File: src/rtl/axis_ins_pkg.sv
// rtl/axis_ins_pkg.sv - shared state type and keep helpers for the AXIS header inserter
package axis_ins_pkg;

  typedef enum logic [1:0] {
    IDLE   = 2'd0,
    STREAM = 2'd1,
    FLUSH  = 2'd2
  } state_t;

  // n ones aligned to the MSB of a w-bit keep vector (w <= 64), returned right-justified
  function automatic logic [63:0] keep_ones(input int unsigned n, input int unsigned w);
    return ((64'd1 << n) - 64'd1) << (w - n);
  endfunction

  function automatic int unsigned byte_cnt(input logic [63:0] keep);
    int unsigned c;
    c = 0;
    for (int i = 0; i < 64; i++) c += int'(keep[i]);
    return c;
  endfunction

endpackage

File: src/rtl/axis_keep_cnt.sv
// rtl/axis_keep_cnt.sv - keep vector to byte count plus MSB-first contiguity flag
module axis_keep_cnt
  import axis_ins_pkg::*;
#(
  parameter int DATA_BYTE_WD = 4,
  parameter int BYTE_CNT_WD  = $clog2(DATA_BYTE_WD)
) (
  input  logic [DATA_BYTE_WD-1:0] keep,
  output logic [BYTE_CNT_WD:0]    cnt,
  output logic                    contig
);

  int unsigned w_ones;

  always_comb begin
    w_ones = byte_cnt(64'(keep));
    cnt    = (BYTE_CNT_WD+1)'(w_ones);
    contig = (keep == DATA_BYTE_WD'(keep_ones(w_ones, DATA_BYTE_WD)));
  end

endmodule

File: src/rtl/axis_insert_header_pipe.sv
// rtl/axis_insert_header_pipe.sv - AXIS header inserter, packs 0..DATA_BYTE_WD header bytes ahead of each packet
// Optional sticky keep-error flag: define AXIS_INS_ERR_EN.
module axis_insert_header_pipe
  import axis_ins_pkg::*;
#(
  parameter int DATA_WD      = 32,
  parameter int DATA_BYTE_WD = DATA_WD / 8,
  parameter int BYTE_CNT_WD  = $clog2(DATA_BYTE_WD)
) (
  input  logic                    clk,
  input  logic                    rst_n,
  input  logic                    valid_in,
  input  logic [DATA_WD-1:0]      data_in,
  input  logic [DATA_BYTE_WD-1:0] keep_in,
  input  logic                    last_in,
  output logic                    ready_in,
  output logic                    valid_out,
  output logic [DATA_WD-1:0]      data_out,
  output logic [DATA_BYTE_WD-1:0] keep_out,
  output logic                    last_out,
  input  logic                    ready_out,
  input  logic                    valid_insert,
  input  logic [DATA_WD-1:0]      data_insert,
  input  logic [DATA_BYTE_WD-1:0] keep_insert,
  input  logic [BYTE_CNT_WD:0]    byte_insert_cnt,
  output logic                    ready_insert
`ifdef AXIS_INS_ERR_EN
  ,
  output logic                    err_keep
`endif
);

  localparam logic [BYTE_CNT_WD+1:0] FULL = (BYTE_CNT_WD+2)'(DATA_BYTE_WD);

  state_t                   r_state;
  logic [DATA_WD-1:0]       r_res;
  logic [BYTE_CNT_WD:0]     r_res_cnt;

  logic                     w_adv;
  logic                     w_xfer_in;
  logic [BYTE_CNT_WD:0]     w_n;
  logic                     w_contig;
  logic [BYTE_CNT_WD+1:0]   w_tot;
  logic [BYTE_CNT_WD:0]     w_ovf_cnt;
  logic [DATA_WD-1:0]       w_din;
  logic [2*DATA_WD-1:0]     w_cat;
  logic [BYTE_CNT_WD+3:0]   w_res_sh;
  logic [BYTE_CNT_WD+3:0]   w_hdr_sh;
  logic                     w_unused_ins;

  axis_keep_cnt #(
    .DATA_BYTE_WD(DATA_BYTE_WD),
    .BYTE_CNT_WD (BYTE_CNT_WD)
  ) u_keep_cnt (
    .keep  (keep_in),
    .cnt   (w_n),
    .contig(w_contig)
  );

  assign w_adv        = !valid_out || ready_out;
  assign ready_insert = (r_state == IDLE);
  assign ready_in     = (r_state == STREAM) && w_adv;
  assign w_xfer_in    = valid_in && ready_in;
  assign w_tot        = {1'b0, r_res_cnt} + {1'b0, w_n};
  assign w_ovf_cnt    = (BYTE_CNT_WD+1)'(w_tot - FULL);
  assign w_res_sh     = {r_res_cnt, 3'b000};
  assign w_hdr_sh     = {(BYTE_CNT_WD+1)'(DATA_BYTE_WD) - byte_insert_cnt, 3'b000};
  assign w_unused_ins = ^keep_insert;

  // Unkept payload bytes are zeroed so partial beats and residues come out zero-filled
  always_comb begin
    w_din = '0;
    for (int b = 0; b < DATA_BYTE_WD; b++) begin
      if (keep_in[b]) w_din[b*8 +: 8] = data_in[b*8 +: 8];
    end
  end

  // Residue occupies the top r_res_cnt bytes; payload slides in right behind it
  assign w_cat = {r_res, {DATA_WD{1'b0}}} | ({w_din, {DATA_WD{1'b0}}} >> w_res_sh);

  always_ff @(posedge clk or negedge rst_n) begin
    if (!rst_n) begin
      r_state   <= IDLE;
      r_res     <= '0;
      r_res_cnt <= '0;
      valid_out <= 1'b0;
      data_out  <= '0;
      keep_out  <= '0;
      last_out  <= 1'b0;
    end else begin
      if (w_adv) valid_out <= 1'b0;
      case (r_state)
        IDLE: begin
          if (valid_insert) begin
            r_res     <= data_insert << w_hdr_sh;
            r_res_cnt <= byte_insert_cnt;
            r_state   <= STREAM;
          end
        end
        STREAM: begin
          if (w_xfer_in) begin
            valid_out <= 1'b1;
            data_out  <= w_cat[2*DATA_WD-1 -: DATA_WD];
            if (!last_in) begin
              keep_out  <= '1;
              last_out  <= 1'b0;
              r_res     <= w_cat[DATA_WD-1:0];
              r_res_cnt <= (w_tot > FULL) ? w_ovf_cnt : '0;
            end else if (w_tot <= FULL) begin
              keep_out <= DATA_BYTE_WD'(keep_ones(int'(w_tot), DATA_BYTE_WD));
              last_out <= 1'b1;
              r_state  <= IDLE;
            end else begin
              keep_out  <= '1;
              last_out  <= 1'b0;
              r_res     <= w_cat[DATA_WD-1:0];
              r_res_cnt <= w_ovf_cnt;
              r_state   <= FLUSH;
            end
          end
        end
        FLUSH: begin
          if (w_adv) begin
            valid_out <= 1'b1;
            data_out  <= r_res;
            keep_out  <= DATA_BYTE_WD'(keep_ones(int'(r_res_cnt), DATA_BYTE_WD));
            last_out  <= 1'b1;
            r_state   <= IDLE;
          end
        end
        default: r_state <= IDLE;
      endcase
    end
  end

`ifdef AXIS_INS_ERR_EN
  always_ff @(posedge clk or negedge rst_n) begin
    if (!rst_n) begin
      err_keep <= 1'b0;
    end else if (w_xfer_in && (!w_contig || (!last_in && keep_in != '1))) begin
      err_keep <= 1'b1;
    end
  end
`else
  logic w_unused_contig;
  assign w_unused_contig = w_contig;
`endif

endmodule

File: config.mk
export PLATFORM = sky130hd
export DESIGN_NAME = axis_insert_header_pipe
export DESIGN_NICKNAME = d
export VERILOG_FILES = /design/src/rtl/axis_ins_pkg.sv /design/src/rtl/axis_keep_cnt.sv /design/src/rtl/axis_insert_header_pipe.sv
export SDC_FILE = /design/constraint.sdc
export NUM_CORES = 1
export LEC_CHECK = 0
export ABC_AREA = 1
export ABC_CLOCK_PERIOD_IN_PS = 6700
export BUFFER_PORTS_ARGS = -buffer_cell sky130_fd_sc_hd__clkbuf_2
export CAP_MARGIN = 10
export CORE_ASPECT_RATIO = 1.1
export CORE_UTILIZATION = 55
export CTS_BUF_LIST = sky130_fd_sc_hd__clkbuf_4 sky130_fd_sc_hd__clkbuf_8
export CTS_CLUSTER_SIZE = 40
export DETAILED_ROUTE_END_ITERATION = 8
export PLACE_DENSITY_LB_ADDON = 0.2
export SLEW_MARGIN = 20
export SYNTH_ARGS = -nofsm -noshare
export SYNTH_HDL_FRONTEND = slang
export SYNTH_SLANG_ARGS = --single-unit
File: constraint.sdc
create_clock -name clk -period 6.7 [get_ports clk]
set_input_delay 0.335 -clock clk [delete_from_list [all_inputs] [get_ports clk]]
set_output_delay 0.335 -clock clk [all_outputs]
set_load 0.05 [all_outputs]
==> metrics, run 1 <==
die width 98.15 um; Die H 107.8 um; vias in the first global route 5,659; fmax 0.2847 GHz; Synth Area in Compound Gates 17.83%; Post-Synth Adder-Cell Area 4.295%; arrival time at the worst endpoint 3780 ps; vias per cell 5.777; r2r endpoint r_res[16]; Max-Cap Viols 0; all-layer global routing usage 34.49%; Pins Over Slew Limit 0; root buf cell clkbuf_8; Placer Congestion 0.9093; Fillers 943; critical path class flop to flop; n_diodes 0; setup slack, reg-to-reg 3190 ps; Routed WL per cell 17.00 um; Worst-Skew Late Latency 380 ps; Yosys cell types 38; Post-Synth XOR/XNOR Area 0.3132%; relative slew slack 26.44%; Seq/Total Area, Yosys 33.56%; total CTS buffers 9; vias 6,043; worst r2r src r_res_cnt[0]; Tcrit/Tclk final 52.43%; clk buf depth 2; Final Worst Setup Slack 3187 ps; flops & latches, synth 75; grt ovf 0; required time of the critical path 6970 ps; Slew @ Worst Pin 1103 ps; crit path max fanout 43; buffers plus inverters on the worst setup path 3; worst hold path class input pin to async pin; yosys warns 0; Cells after DPL 1,030; R2R depth 12; PwrDens 515.0 mW/mm2; leading cell type in the layout, fill and taps excluded nand2_1; Finish-stage setup viols 0; endpoints failing hold 0; port bufs 116; failing checks design-rule violations; setup TNS 0 ps; non-filler cells, final 1,046; Resized cells post-CTS 0; nets@finish 1,020; core box area 0.009889 mm2; clk sinks 75; Syn Nets 940; detailed placement HPWL 13,270 um; Rows 38; Starting Density 56.55%; Layout area overhead 12.51%; commonest cells after routing, fill and taps aside nand2_1, clkbuf_2, nor2_1; DRT iter0 DRCs 530; cell breakdown of the critical path ha_1 -> inv_1 -> fa_1 -> inv_1 -> nor2_4 -> nor2_4 -> nor2_8 -> nand3_2 -> nand2_4 -> inv_4 -> nand3_1 -> o21a_1; # hold bufs at CTS 0; Mapped Cells 841; H-Tree Depth 3; CTS tree yes; worst vdd ir 0.2459 mV; first-pass GRT wire length 28,100 um; CP top delay family flip-flops; mux share of post-synthesis cell area 0.7159%; simple logic cell fraction of the synthesized area 33.69%; setup bufs post-CTS 0; Detailed Route WL 17,780 um; largest net degree at the start of global routing 76; Clock Skew 11.78 ps; critical path's slowest cell dfrtp_1; I/O pin count 121; clk slew on worst S/H paths 90 ps; Final ANT Viol Nets 0; pre-CTS WS 2971 ps; min Tclk post-route 3513 ps; Worst setup EP type flop; largest family of logic cells by synthesized area simple AND/OR/NAND/NOR gates; synthesized area per cell 6.650 um2; synthesized area 0.005593 mm2; RSZ-0062 raised after global routing false; LEAKAGE 3.288 nW; slowest stage delay, CP 1080 ps; status finished with violations; share of layout cells above drive strength 1 17.39%; # DRC 7; type of origin of the critical path flop; drt first pass iters 7; initial antenna violation count 0; die area 0.01058 mm2
-- worst max path at each step --
| stage | startpoint | endpoint | slack [ps] | depth (start not counted) |
|---|---|---|---|---|
| floorplan | keep_in[2] | keep_out[3] | 3550 | 19 |
| global placement | keep_in[0] | r_res[16] | 3020 | 17 |
| detailed placement | keep_in[0] | r_res[16] | 2970 | 17 |
| CTS | r_res_cnt[0] | r_res[16] | 3240 | 12 |
| global route | r_res_cnt[0] | r_res[16] | 2930 | 12 |
| finish | r_res_cnt[0] | r_res[16] | 3190 | 12 |
-- power breakdown --
| group | switching (mW) | internal [mW] | leakage [nW] |
|---|---|---|---|
| Combinational | 1.50 | 0.535 | 2.22 |
| Clock | 0.198 | 0.217 | 0.117 |
| Sequential | 0.147 | 0.642 | 0.954 |
| Total | 1.85 | 1.39 | 3.29 |
-- state kept, by name, indices dropped and copies added, names as in the netlist --
name and count:
r_state 2, r_res_cnt 3, r_res 32, keep_out 4, data_out 32, valid_out 1
last_out 1
-- worst reg2reg max path: stages, from the launching register on --
cell	delay [ps]
dfrtp_1	1080
ha_1	320
inv_1	60
fa_1	480
inv_1	160
nor2_4	70
nor2_4	180
nor2_8	60
nand3_2	80
nand2_4	210
inv_4	440
nand3_1	160
o21a_1	120
-- final cells by class --
class / count / area, um2 / share of cell area (%)
Clock inverter: 7 / 106.4 / 1.690
Clock buffer: 9 / 123.9 / 1.969
Sequential cell: 75 / 1877 / 29.83
Tap cell: 120 / 150.1 / 2.386
Timing Repair Buffer: 119 / 605.6 / 9.624
Multi-Input combinational cell: 650 / 3179 / 50.53
Inverter: 66 / 250.2 / 3.977
-- routing by layer --
metal	vias to the layer above	GRT usage, %	routed length [um]
met5	-	0	0
met4	0	14.61	701
met3	49	4.156	1068
met2	272	61.52	8879
met1	2818	42.11	7132
li1	2904	-	-
-- per-stage QoR --
stage          utilization [%]  power (mW)  cell area [um2]  hold slack [ps]
5_1_grt                  63.63       3.465             6292            171.9
2_1_floorplan                -       2.374             5593            39.41
3_3_place_gp             61.30       2.724             6062            457.4
3_5_place_dp             61.30       2.798             6062            457.4
4_1_cts                  63.63       3.215             6292            153.1
6_report                 63.63       3.241             6292            82.75
-- cell usage after synthesis, drive strengths merged --
| master | n | share of area, % |
|---|---|---|
| a211oi | 1 | 0.13 |
| a21oi | 37 | 3.3 |
| a22oi | 2 | 0.27 |
| a31oi | 11 | 1.2 |
| and2 | 8 | 0.89 |
| buf | 40 | 4.4 |
| clkbuf | 10 | 0.74 |
| dfrtp | 75 | 34 |
| fa | 2 | 0.72 |
| ha | 16 | 3.6 |
| inv | 66 | 4.5 |
| mux2i | 4 | 0.72 |
| nand2 | 277 | 19 |
| nand3 | 68 | 6.3 |
| nand3b | 2 | 0.27 |
| nand4 | 2 | 0.22 |
| nor2 | 90 | 7.0 |
| o211ai | 13 | 1.7 |
| o21a | 6 | 0.81 |
| o21ai | 95 | 8.8 |
| o221ai | 5 | 0.78 |
| o22ai | 7 | 0.78 |
| or2 | 2 | 0.22 |
| xnor2 | 2 | 0.31 |
-- cell families after synthesis --
| group | count (synthesis) |
|---|---|
| AO/OA/AOI/OAI | 177 |
| XOR/XNOR | 2 |
| adder cells (fa/ha/maj) | 18 |
| buffers and inverters | 116 |
| flip-flops | 75 |
| multiplexers | 4 |
| AND/OR/NAND/NOR | 449 |
Power figures use the tool's default switching activity.
==> run 2: changes to the inputs <==
- ABC_AREA: 1 -> 0
- ABC_CLOCK_PERIOD_IN_PS: 6700 -> 3650
- clock period: 6.7 -> 3.65 ns (I/O delays scaled with it)
==> metrics, run 2 <==
Yosys top cell by area dfrtp_1; Post-synth top flop dfrtp_1; LEAKAGE 2.815 nW; H-Tree Depth 3; largest family of logic cells by synthesized area compound AO/OA/AOI/OAI gates; worst vdd ir 0.5250 mV; critical path's slowest cell fa_1; Mapped Cells 653; Routed WL per cell 19.34 um; simple logic cell fraction of the synthesized area 18.64%; min Tclk post-route 3332 ps; status finished with violations; port bufs 116; hold_ws -41.75 ps; detailed placement HPWL 12,560 um; mux share of post-synthesis cell area 7.678%; Pins Over Slew Limit 0; crit path max fanout 9; RSZ-0062 raised after global routing false; Detailed Route WL 16,830 um; Post-Synth XOR/XNOR Area 0.7863%; arrival time at the worst endpoint 3640 ps; required time of the critical path 3950 ps; leading cell type in the layout, fill and taps excluded clkbuf_2; number of synthesized flops with an enable pin 0; Placer Congestion 0.8863; n_diodes 0; relative slew slack 31.01%; endpoints failing hold 69; die width 96.57 um; yosys warns 0; type of origin of the critical path input pin; area of the multi-input gates 0.003239 mm2; count leader, synth nand2_1; Yosys cell types 58; largest net degree at the start of global routing 76; grt ovf 0; critical path class input pin to flop; initial antenna violation count 0; Worst-Skew Late Latency 370 ps; Seq/Total Area, Yosys 34.69%; slowest stage delay, CP 660 ps; nets@finish 847; # hold bufs at CTS 0; Synth Area in Compound Gates 27.94%; FF/Latch Area 0.001877 mm2; PwrDens 957.2 mW/mm2; Clock Skew 8.704 ps; DRT iter0 DRCs 418; worst hold path class input pin to async pin; first-pass GRT wire length 26,630 um; core box area 0.009444 mm2; area share of the largest cell type after synthesis 34.69%; clk slew on worst S/H paths 90 ps; Resized cells post-CTS 0; vias per cell 6.230; Starting Density 57.29%; synthesized area per cell 8.285 um2; Finish-stage setup viols 0; vias 5,420; die area 0.01024 mm2; Post-Synth Adder-Cell Area 4.440%; setup bufs post-CTS 0; Synth top cells by count nand2_1, dfrtp_1, o21ai_0; Syn Nets 752; cell breakdown of the critical path clkbuf_2 -> ha_1 -> inv_1 -> fa_1 -> inv_1 -> ha_1 -> inv_1 -> fa_1 -> nor2b_1 -> nand2_1 -> ha_1 -> or3_1 -> o311ai_0 -> a21oi_1 -> a21oi_1; CTS tree yes; vias in the first global route 5,170; Worst setup EP type flop; clk buf depth 2; # DRC 0; I/O pin count 121; synthesized area 0.005410 mm2; flops & latches, synth 75; Fillers 838; Slew @ Worst Pin 1027 ps; Die H 106.0 um; Max-Cap Viols 0; Top Registers data_out x32, r_res x32, keep_out x4; total CTS buffers 9; share of flip-flops with an asynchronous set or reset 100.0%; Synth area leaders dfrtp_1, nand2_1, o21ai_0; Rows 37; commonest cells after routing, fill and taps aside clkbuf_2, nand2_1, dfrtp_1; share of layout cells above drive strength 1 24.57%; failing checks negative hold slack; Tcrit/Tclk final 91.30%; drt first pass iters 5; Final ANT Viol Nets 0; all-layer global routing usage 34.79%; final core utilization 65.83%; setup TNS 0 ps; Layout area overhead 14.92%; fmax 0.3001 GHz; root buf cell clkbuf_8; setup slack, reg-to-reg 700 ps; clk sinks 75
run 2: final timing paths:
path,from,endpoint,cells past startpoint
worst max-delay path,keep_in[0],keep_out[2],15
worst min-delay path,rst_n,last_out,1
worst max register to register,r_res_cnt[0],keep_out[3],10
worst min register to register,last_out,last_out,2
max in group asynchronous,rst_n,data_out[1],1
min in group clk,valid_insert,r_state[0],3
run 2: per-layer routing:
layer	share of wire (%)	GRT usage (%)	up-vias
met5	0	0	-
met4	4.3	15.65	0
met3	6.8	6.509	56
met2	49	56.69	253
met1	40	44.23	2573
li1	-	-	2538
run 2: cell type report:
class | instances | share of cell area, %
Inverter | 19 | 1.147
Clock inverter | 5 | 0.6037
Tap cell | 117 | 2.355
Timing Repair Buffer | 130 | 11.27
Multi-Input combinational cell | 513 | 52.10
Clock buffer | 11 | 2.334
Sequential cell | 75 | 30.19
run 2: worst max-delay path, delay by kind of cell:
family	cells	cell delay [ps]
AOI/OAI and AO/OA	3	420
adders and majority gates	5	1840
and+or+nand+nor	3	850
buffers and inverters	4	330
run 2: logic make-up after synthesis:
| kind of cell | count (synthesis) |
|---|---|
| simple gates | 224 |
| mux | 40 |
| flops | 75 |
| fa+ha+maj | 18 |
| compound gates | 227 |
| xor+xnor | 4 |
| buf+inv | 65 |
run 2: per-stage QoR:
stage / setup WS, ps / cell area, um2 / hold WS [ps] / power (mW) / instances
global placement: 231.1 / 6032 / 383.5 / 5.145 / 854
floorplan: 87.93 / 5410 / -113.1 / 4.396 / 653
detailed placement: 32.48 / 6032 / 404.9 / 5.295 / 854
global route: 82.78 / 6217 / 34.30 / 6.372 / 870
finish: 317.7 / 6217 / -41.75 / 5.951 / 870
CTS: 404.5 / 6215 / 0.7689 / 5.926 / 870
run 2: report_power, final:
group | total (mW) | internal [mW] | switching, mW | leakage (nW)
clock | 0.620 | 0.275 | 0.345 | 0.0894
sequential | 1.49 | 1.25 | 0.237 | 0.901
combinational | 3.84 | 1.24 | 2.61 | 1.82
total | 5.95 | 2.76 | 3.19 | 2.82
==> run 3: changes to the inputs <==
- ABC_CLOCK_PERIOD_IN_PS: 3650 -> 3300
- clock period: 3.65 -> 3.3 ns (I/O delays scaled with it)
==> metrics, run 3 (synthesis results as in run 2) <==
Die H 106.0 um; vias per cell 6.124; Worst setup EP type flop; Clock power frac 11.8%; Layout area overhead 16.74%; Cells after DPL 861; H-Tree Depth 3; r2r endpoint keep_out[3]; Top Registers data_out x32, r_res x32, keep_out x4; hold_ws 110.1 ps; die width 96.57 um; net switching power 3.536 mW; Final ANT Viol Nets 0; worst hold path class input pin to flop; Detailed Route WL 16,750 um; FF/Latch Area 0.001877 mm2; Power Total 6.747 mW; largest net degree at the start of global routing 76; Comb power frac 63.8%; vias 5,377; type of origin of the critical path input pin; critical path class input pin to flop; DRT iter0 DRCs 544; Rows 37; Hold EP r_state[0]; HP Start valid_insert; detailed placement HPWL 12,480 um; R2R depth 9; design area 0.006316 mm2; share of layout cells above drive strength 1 25.23%; Fillers 821; I/O pin count 121; all-layer global routing usage 34.27%; die area 0.01024 mm2; Finish-stage setup viols 0; required time of the critical path 3600 ps; nets@finish 855; n_diodes 0; Routed WL per cell 19.07 um; setup TNS 0 ps; clk buf depth 2; endpoints failing hold 0; vias in the first global route 5,195; hold-critical path depth 3; crit path max fanout 3; clk sinks 75; Tcrit/Tclk final 90.90%; Starting Density 57.29%; arrival time at the worst endpoint 3300 ps; area of the multi-input gates 0.003239 mm2; root buf cell clkbuf_8; Placer Congestion 0.9593; Final Worst Setup Slack 300.4 ps; core box area 0.009444 mm2; Slew @ Worst Pin 973.8 ps; Pins Over Slew Limit 0; worst vdd ir 0.5806 mV; status finished clean; PwrDens 1068 mW/mm2; pre-CTS WS -47.17 ps; switching share of power 52.42%; Clock Skew 11.13 ps; drt first pass iters 6; grt ovf 0; leading cell type in the layout, fill and taps excluded clkbuf_2; fmax 0.3334 GHz; clk slew on worst S/H paths 90 ps; non-filler cells, final 878; relative slew slack 35.08%; Pint 3.210 mW; LEAKAGE 2.877 nW; worst r2r src r_res_cnt[0]; RSZ-0062 raised after global routing false; Reg power frac 24.4%; Max-Cap Viols 0; Placed Area 0.006087 mm2; first-pass GRT wire length 26,280 um; min Tclk post-route 3000 ps; # DRC 0; CTS tree yes; total CTS buffers 9; commonest cells after routing, fill and taps aside clkbuf_2, nand2_1, dfrtp_1; Worst-Skew Late Latency 370 ps; port bufs 116; final core utilization 66.88%; setup slack, reg-to-reg 380 ps; initial antenna violation count 0
-- run 3: repair_timing --
action / CTS / global route
setup buffers: 0 / 0
hold endpoints to repair: 68 / 0
resized for setup: 0 / 0
hold buffers: 1 / 0
-- run 3: final cells by class --
type | count | area share [%]
Inverter | 19 | 1.129
Timing Repair Buffer | 138 | 12.08
Multi-Input combinational cell | 513 | 51.29
Sequential cell | 75 | 29.71
Tap cell | 117 | 2.318
Clock inverter | 5 | 1.070
Clock buffer | 11 | 2.397
-- run 3: per-layer routing --
layer,vias up,global-route usage [%],routed length [um]
met5,-,0,0
met4,0,15.34,661
met3,51,6.795,1165
met2,226,57.49,8371
met1,2550,41.83,6546
li1,2550,-,-
-- run 3: power groups by stage --
stage / combinational [mW] / sequential, mW / clock (mW)
after floorplan: 2.53 / 2.33 / 0
after global placement: 4.12 / 1.63 / 0
after detailed placement: 4.25 / 1.66 / 0
after CTS: 4.26 / 1.64 / 0.804
after global routing: 4.67 / 1.70 / 0.844
final: 4.30 / 1.65 / 0.798
-- run 3: worst max-delay path by stage --
stage | startpoint | endpoint | cells after the start
5_1_grt | keep_in[0] | keep_out[2] | 17
6_report | keep_in[0] | keep_out[2] | 17
3_3_place_gp | keep_in[0] | keep_out[2] | 17
2_1_floorplan | keep_in[3] | keep_out[2] | 16
4_1_cts | keep_in[0] | keep_out[2] | 17
3_5_place_dp | keep_in[0] | keep_out[2] | 17
-- run 3: critical path, cell delays in order --
cell      delay, ps
clkbuf_2         90
ha_1            280
inv_1            70
fa_1            400
inv_1            60
ha_1            150
inv_1            60
fa_2            330
nand2b_1        150
o21a_1          190
nor2_1          160
nand3_1         110
ha_1            340
or3_1           370
o311ai_0        110
a21oi_1         110
a21oi_1         150
